$ cat src/rtl/mem_arbiter.sv
// mem_arbiter: round-robin, burst-locked sharing of one memory bus between the I-cache (m0) and D-cache (m1) CMUs.
// Optional watchdog enabled by defining MEM_ARB_TIMEOUT_EN (TIMEOUT_CYCLES sets the limit).
module mem_arbiter #(
    parameter int ADDR_WIDTH     = 32,
    parameter int DATA_WIDTH     = 32,
    parameter int TIMEOUT_CYCLES = 255
) (
    input  logic                  clk,
    input  logic                  rst_n,
    input  logic                  m0_cs_i,
    input  logic                  m0_we_i,
    input  logic [ADDR_WIDTH-1:0] m0_addr_i,
    input  logic [DATA_WIDTH-1:0] m0_data_i,
    output logic [DATA_WIDTH-1:0] m0_data_o,
    output logic                  m0_ack_o,
    input  logic                  m1_cs_i,
    input  logic                  m1_we_i,
    input  logic [ADDR_WIDTH-1:0] m1_addr_i,
    input  logic [DATA_WIDTH-1:0] m1_data_i,
    output logic [DATA_WIDTH-1:0] m1_data_o,
    output logic                  m1_ack_o,
    output logic                  mem_cs_o,
    output logic                  mem_we_o,
    output logic [ADDR_WIDTH-1:0] mem_addr_o,
    output logic [DATA_WIDTH-1:0] mem_data_o,
    input  logic [DATA_WIDTH-1:0] mem_data_i,
    input  logic                  mem_ack_i,
    output logic [1:0]            grant_o,
    output logic                  timeout_o
);

    typedef enum logic [1:0] {S_IDLE = 2'd0, S_GNT0 = 2'd1, S_GNT1 = 2'd2} state_e;

    if (TIMEOUT_CYCLES < 1 || TIMEOUT_CYCLES > 255) begin : g_bad_timeout
        $error("TIMEOUT_CYCLES must fit the 8-bit watchdog counter (1..255)");
    end

    state_e state_q, state_d;
    logic   last_gnt_q, last_gnt_d;
    logic   g0, g1;

    assign g0 = state_q == S_GNT0;
    assign g1 = state_q == S_GNT1;

`ifdef MEM_ARB_TIMEOUT_EN
    logic [7:0] cnt_q, cnt_d;
    logic       timeout_q, hit;

    // the granted master has gone TIMEOUT_CYCLES cycles without a memory ack
    assign hit = (g0 || g1) && !mem_ack_i && cnt_q == 8'(TIMEOUT_CYCLES - 1);

    // watchdog count restarts whenever ownership changes or memory acks
    always_comb begin
        cnt_d = (state_q == S_IDLE || state_d != state_q || mem_ack_i) ? 8'd0 : cnt_q + 8'd1;
    end

    // watchdog counter and sticky error flag
    always_ff @(posedge clk or negedge rst_n) begin
        if (!rst_n) begin
            cnt_q     <= 8'd0;
            timeout_q <= 1'b0;
        end else begin
            cnt_q     <= cnt_d;
            timeout_q <= timeout_q | hit;
        end
    end

    assign timeout_o = timeout_q;
`else
    assign timeout_o = 1'b0;
`endif

    // arbitration: lock while the owner holds cs, hand over directly on release
    always_comb begin
        state_d    = state_q;
        last_gnt_d = last_gnt_q;
        case (state_q)
            S_IDLE: begin
                if (m0_cs_i && m1_cs_i) state_d = last_gnt_q ? S_GNT0 : S_GNT1;
                else if (m0_cs_i)       state_d = S_GNT0;
                else if (m1_cs_i)       state_d = S_GNT1;
            end
            S_GNT0: begin
                if (!m0_cs_i) begin
                    last_gnt_d = 1'b0;
                    state_d    = m1_cs_i ? S_GNT1 : S_IDLE;
                end
            end
            S_GNT1: begin
                if (!m1_cs_i) begin
                    last_gnt_d = 1'b1;
                    state_d    = m0_cs_i ? S_GNT0 : S_IDLE;
                end
            end
            default: state_d = S_IDLE;
        endcase
`ifdef MEM_ARB_TIMEOUT_EN
        if (hit) begin
            state_d    = S_IDLE;
            last_gnt_d = g1;
        end
`endif
    end

    // owner state; last_gnt resets to 1 so master 0 wins the first tie
    always_ff @(posedge clk or negedge rst_n) begin
        if (!rst_n) begin
            state_q    <= S_IDLE;
            last_gnt_q <= 1'b1;
        end else begin
            state_q    <= state_d;
            last_gnt_q <= last_gnt_d;
        end
    end

    // bus mux selected by the registered owner; acks only reach the owner
    always_comb begin
        mem_cs_o   = g0 ? m0_cs_i   : g1 ? m1_cs_i   : 1'b0;
        mem_we_o   = g0 ? m0_we_i   : g1 ? m1_we_i   : 1'b0;
        mem_addr_o = g0 ? m0_addr_i : g1 ? m1_addr_i : '0;
        mem_data_o = g0 ? m0_data_i : g1 ? m1_data_i : '0;
        m0_ack_o   = g0 & mem_ack_i;
        m1_ack_o   = g1 & mem_ack_i;
        m0_data_o  = mem_data_i;
        m1_data_o  = mem_data_i;
        grant_o    = {g1, g0};
    end

endmodule
$ cat config.mk
export PLATFORM = sky130hd
export DESIGN_NAME = mem_arbiter
export DESIGN_NICKNAME = d
export VERILOG_FILES = /design/src/rtl/mem_arbiter.sv
export SDC_FILE = /design/constraint.sdc
export NUM_CORES = 1
export LEC_CHECK = 0
export CAP_MARGIN = 20
export CORE_AREA = 2 2 117 119
export CTS_CLUSTER_DIAMETER = 200
export DETAILED_ROUTE_END_ITERATION = 7
export DIE_AREA = 0 0 119 121
export PLACE_DENSITY_LB_ADDON = 0.08
export SLEW_MARGIN = 20
export SYNTH_ARGS = -nofsm -noshare
export SYNTH_HDL_FRONTEND = slang
export SYNTH_SLANG_ARGS = --single-unit
$ cat constraint.sdc
create_clock -name clk -period 4.1 [get_ports clk]
set_input_delay 0.82 -clock clk [delete_from_list [all_inputs] [get_ports clk]]
set_output_delay 0.82 -clock clk [all_outputs]
set_load 0.01 [all_outputs]
==> flow_metrics.tcl <==
set metrics [dict create \
    status "completed" \
    ctsHoldBuffers 0 \
    grt_max_degree 69 \
    cts.sinks 3 \
    synth_area_um2 1340 \
    min_path_type "reg -> reg" \
    grt_overflow 0 \
    crit_required_ps 3280 \
    synth_top_area_share_pct 43.0 \
    yosysUniqueCellTypes 16 \
    synth-seq-area-share_pct 5.68 \
    ant_nets 0 \
    timing.rr.end "state_q[1]" \
    h-tree-depth 1 \
    fin_area_um2 3120 \
    max_slew_margin_pct 49.7 \
    track_usage_pct 8.55 \
    cp-startpoint "state_q[0]" \
    ir_drop_v 0.000103 \
    period_share_pct 76.0 \
    yosysMostFrequentCell "buf_4" \
    dpl_cell_area_um2 3040 \
    num_vias 1748 \
    rsz0062_at_grt "false" \
    hold_viol 0 \
    firstDrtPassIters 4 \
    slew_violations 0 \
    start_util_pct 10.3 \
    dieWidth_um 119 \
    drt_first_iter_violations 21 \
    path_max_fanout 68 \
    port_buffers 204 \
    ys_ff_latch 3 \
    cp_cell_sequence "inv_2 -> nor2_4 -> buf_4 -> a22o_1 -> clkdlybuf4s50_1" \
    cts_resized 0 \
    routedWlPerCell_um 14.6 \
    yosys.area_share.simple_pct 4.47 \
    setup_viol 0 \
    report.power.total_uw 998 \
    maxCapViolations 0 \
    yosys-top-cells-count "buf_4, a22o_1, buf_2" \
    die_h_um 121 \
    drc 0 \
    synthMuxAreaShare_pct 0 \
    max_stage_delay_ps 590 \
    antenna_found_initial 0 \
    reg2reg_slack_ps 3080 \
    reg2reg_depth 3 \
    dieArea_um2 14400 \
    cp-start-kind "register" \
    worst_pin_slew_ps 755 \
    cts-root-buf "clkbuf_16" \
    cts_tree "done" \
    place.gp.congestion 0.658 \
    avgSynthCellArea_um2 8.05 \
    area_delta_synth_final_pct 132 \
    skew_ps 0.693 \
    rr_startpoint "last_gnt_q" \
    synthTopCellsByArea "a22o_1, buf_4, dfrtp_1, buf_2, buf_6" \
    synthFlopType "dfrtp_1" \
    ys_warn_count 0 \
    syn-num-nets 334 \
    synth_cells 167 \
    synth_top_family_by_area "buffers and inverters" \
    wirelength_um 6880 \
    cts_setup_buffers 0 \
    cp_data_arrival_time_ps 2290 \
    via_per_inst 3.70 \
    nNetsFinal 464 \
    synth-compound-area-share_pct 44.7 \
    period_minus_slack_ps 3110 \
    insertion_delay_ps 220 \
    endpoint_kind "output pin" \
    synthArstFlopShare_pct 100 \
    ios 302 \
    coreArea_um2 13100 \
    path_class "reg -> out" \
    powerDensity_nw_per_um2 320 \
    rows 42 \
    final_layout_size_suffix_gt1_share_pct 3.38 \
    grt_pass1_wl_um 9670 \
    antennaDiodeCount 0 \
    crit_slowest_cell "buf_4" \
    clk_pin_slew_ps 30 \
    synth_xor_area_share_pct 0 \
    synth_top_area_cell "a22o_1" \
    p_leak_nw 1.15 \
    fmaxAchievable_ghz 0.321 \
    synth_edf_count 0 \
    hpwl_um 5410 \
    setup_tns_ps 0 \
    holdWs_ps 493 \
    synthAdderAreaFrac_pct 0 \
    grt_pass1_vias 1808 \
    crit_end "mem_we_o" \
    cts_buffers 3 \
    clockBufferDepth 2 \
]
[cell usage in the layout (no fill, tap or decap), drive strengths merged]
| master | instances |
|---|---|
| inv | 1 |
| a22o | 66 |
| conb | 1 |
| buf | 3 |
| and2 | 4 |
| o21ai | 2 |
| nand2 | 1 |
| nor2 | 3 |
| clkdlybuf4s50 | 204 |
| nor2b | 2 |
| dfrtp | 2 |
| clkbuf | 4 |
| dfstp | 1 |
| o22ai | 2 |
[sequential cells by signal, indices dropped and copies added, names as in the netlist]
register	cells
state_q	2
last_gnt_q	1
[through the flow]
stage               utilization [%]  setup WS (ps)  instances
floorplan                         -           2120        167
CTS                            23.8            916        472
detailed placement             23.2           1160        468
global route                   23.8            807        472
global placement               23.2           1160        468
finish                         23.8            985        472
[critical path: cells and delay by family (launching register included)]
| kind | cells | cell delay (ps) |
|---|---|---|
| buffers and inverters | 3 | 1240 |
| AND/OR/NAND/NOR | 1 | 70 |
| flip-flops | 1 | 460 |
| AO/OA/AOI/OAI | 1 | 250 |
[worst min-delay path by stage]
| stage | startpoint | end | depth (start not counted) |
|---|---|---|---|
| final | last_gnt_q | last_gnt_q | 2 |
| after global routing | last_gnt_q | last_gnt_q | 2 |
| after CTS | last_gnt_q | last_gnt_q | 2 |
| after detailed placement | last_gnt_q | last_gnt_q | 2 |
| after global placement | last_gnt_q | last_gnt_q | 2 |
| after floorplan | last_gnt_q | last_gnt_q | 2 |
[cell type report]
cell class | instances | area, um2
flip-flops and latches | 3 | 76.3
repair buffers | 207 | 2060
fillers | 1402 | 9970
multi-input cells | 81 | 672
clock buffers | 4 | 78.8
well taps | 176 | 220
inverters | 1 | 3.75
[cell families (layout without fill, tap and decap cells)]
group,Yosys count,count (layout)
compound gates,70,70
flops,3,3
simple gates,10,10
buf+inv,83,212
other cells,1,1
[where the power goes]
group	switching (mW)	internal [mW]	total, mW
clock network	0.0263	0.128	0.155
registers	0.0127	0.0428	0.0555
logic	0.307	0.480	0.787
total	0.346	0.651	0.998
[layer usage]
metal	part of all wire, %	vias up	wire length (um)	GRT usage (%)
met5	0	-	0	0
met2	51	157	3540	16.6
li1	-	812	-	-
met4	1.4	0	93	2.08
met1	34	767	2370	8.43
met3	13	12	877	3.43
Power figures use the tool's default switching activity.
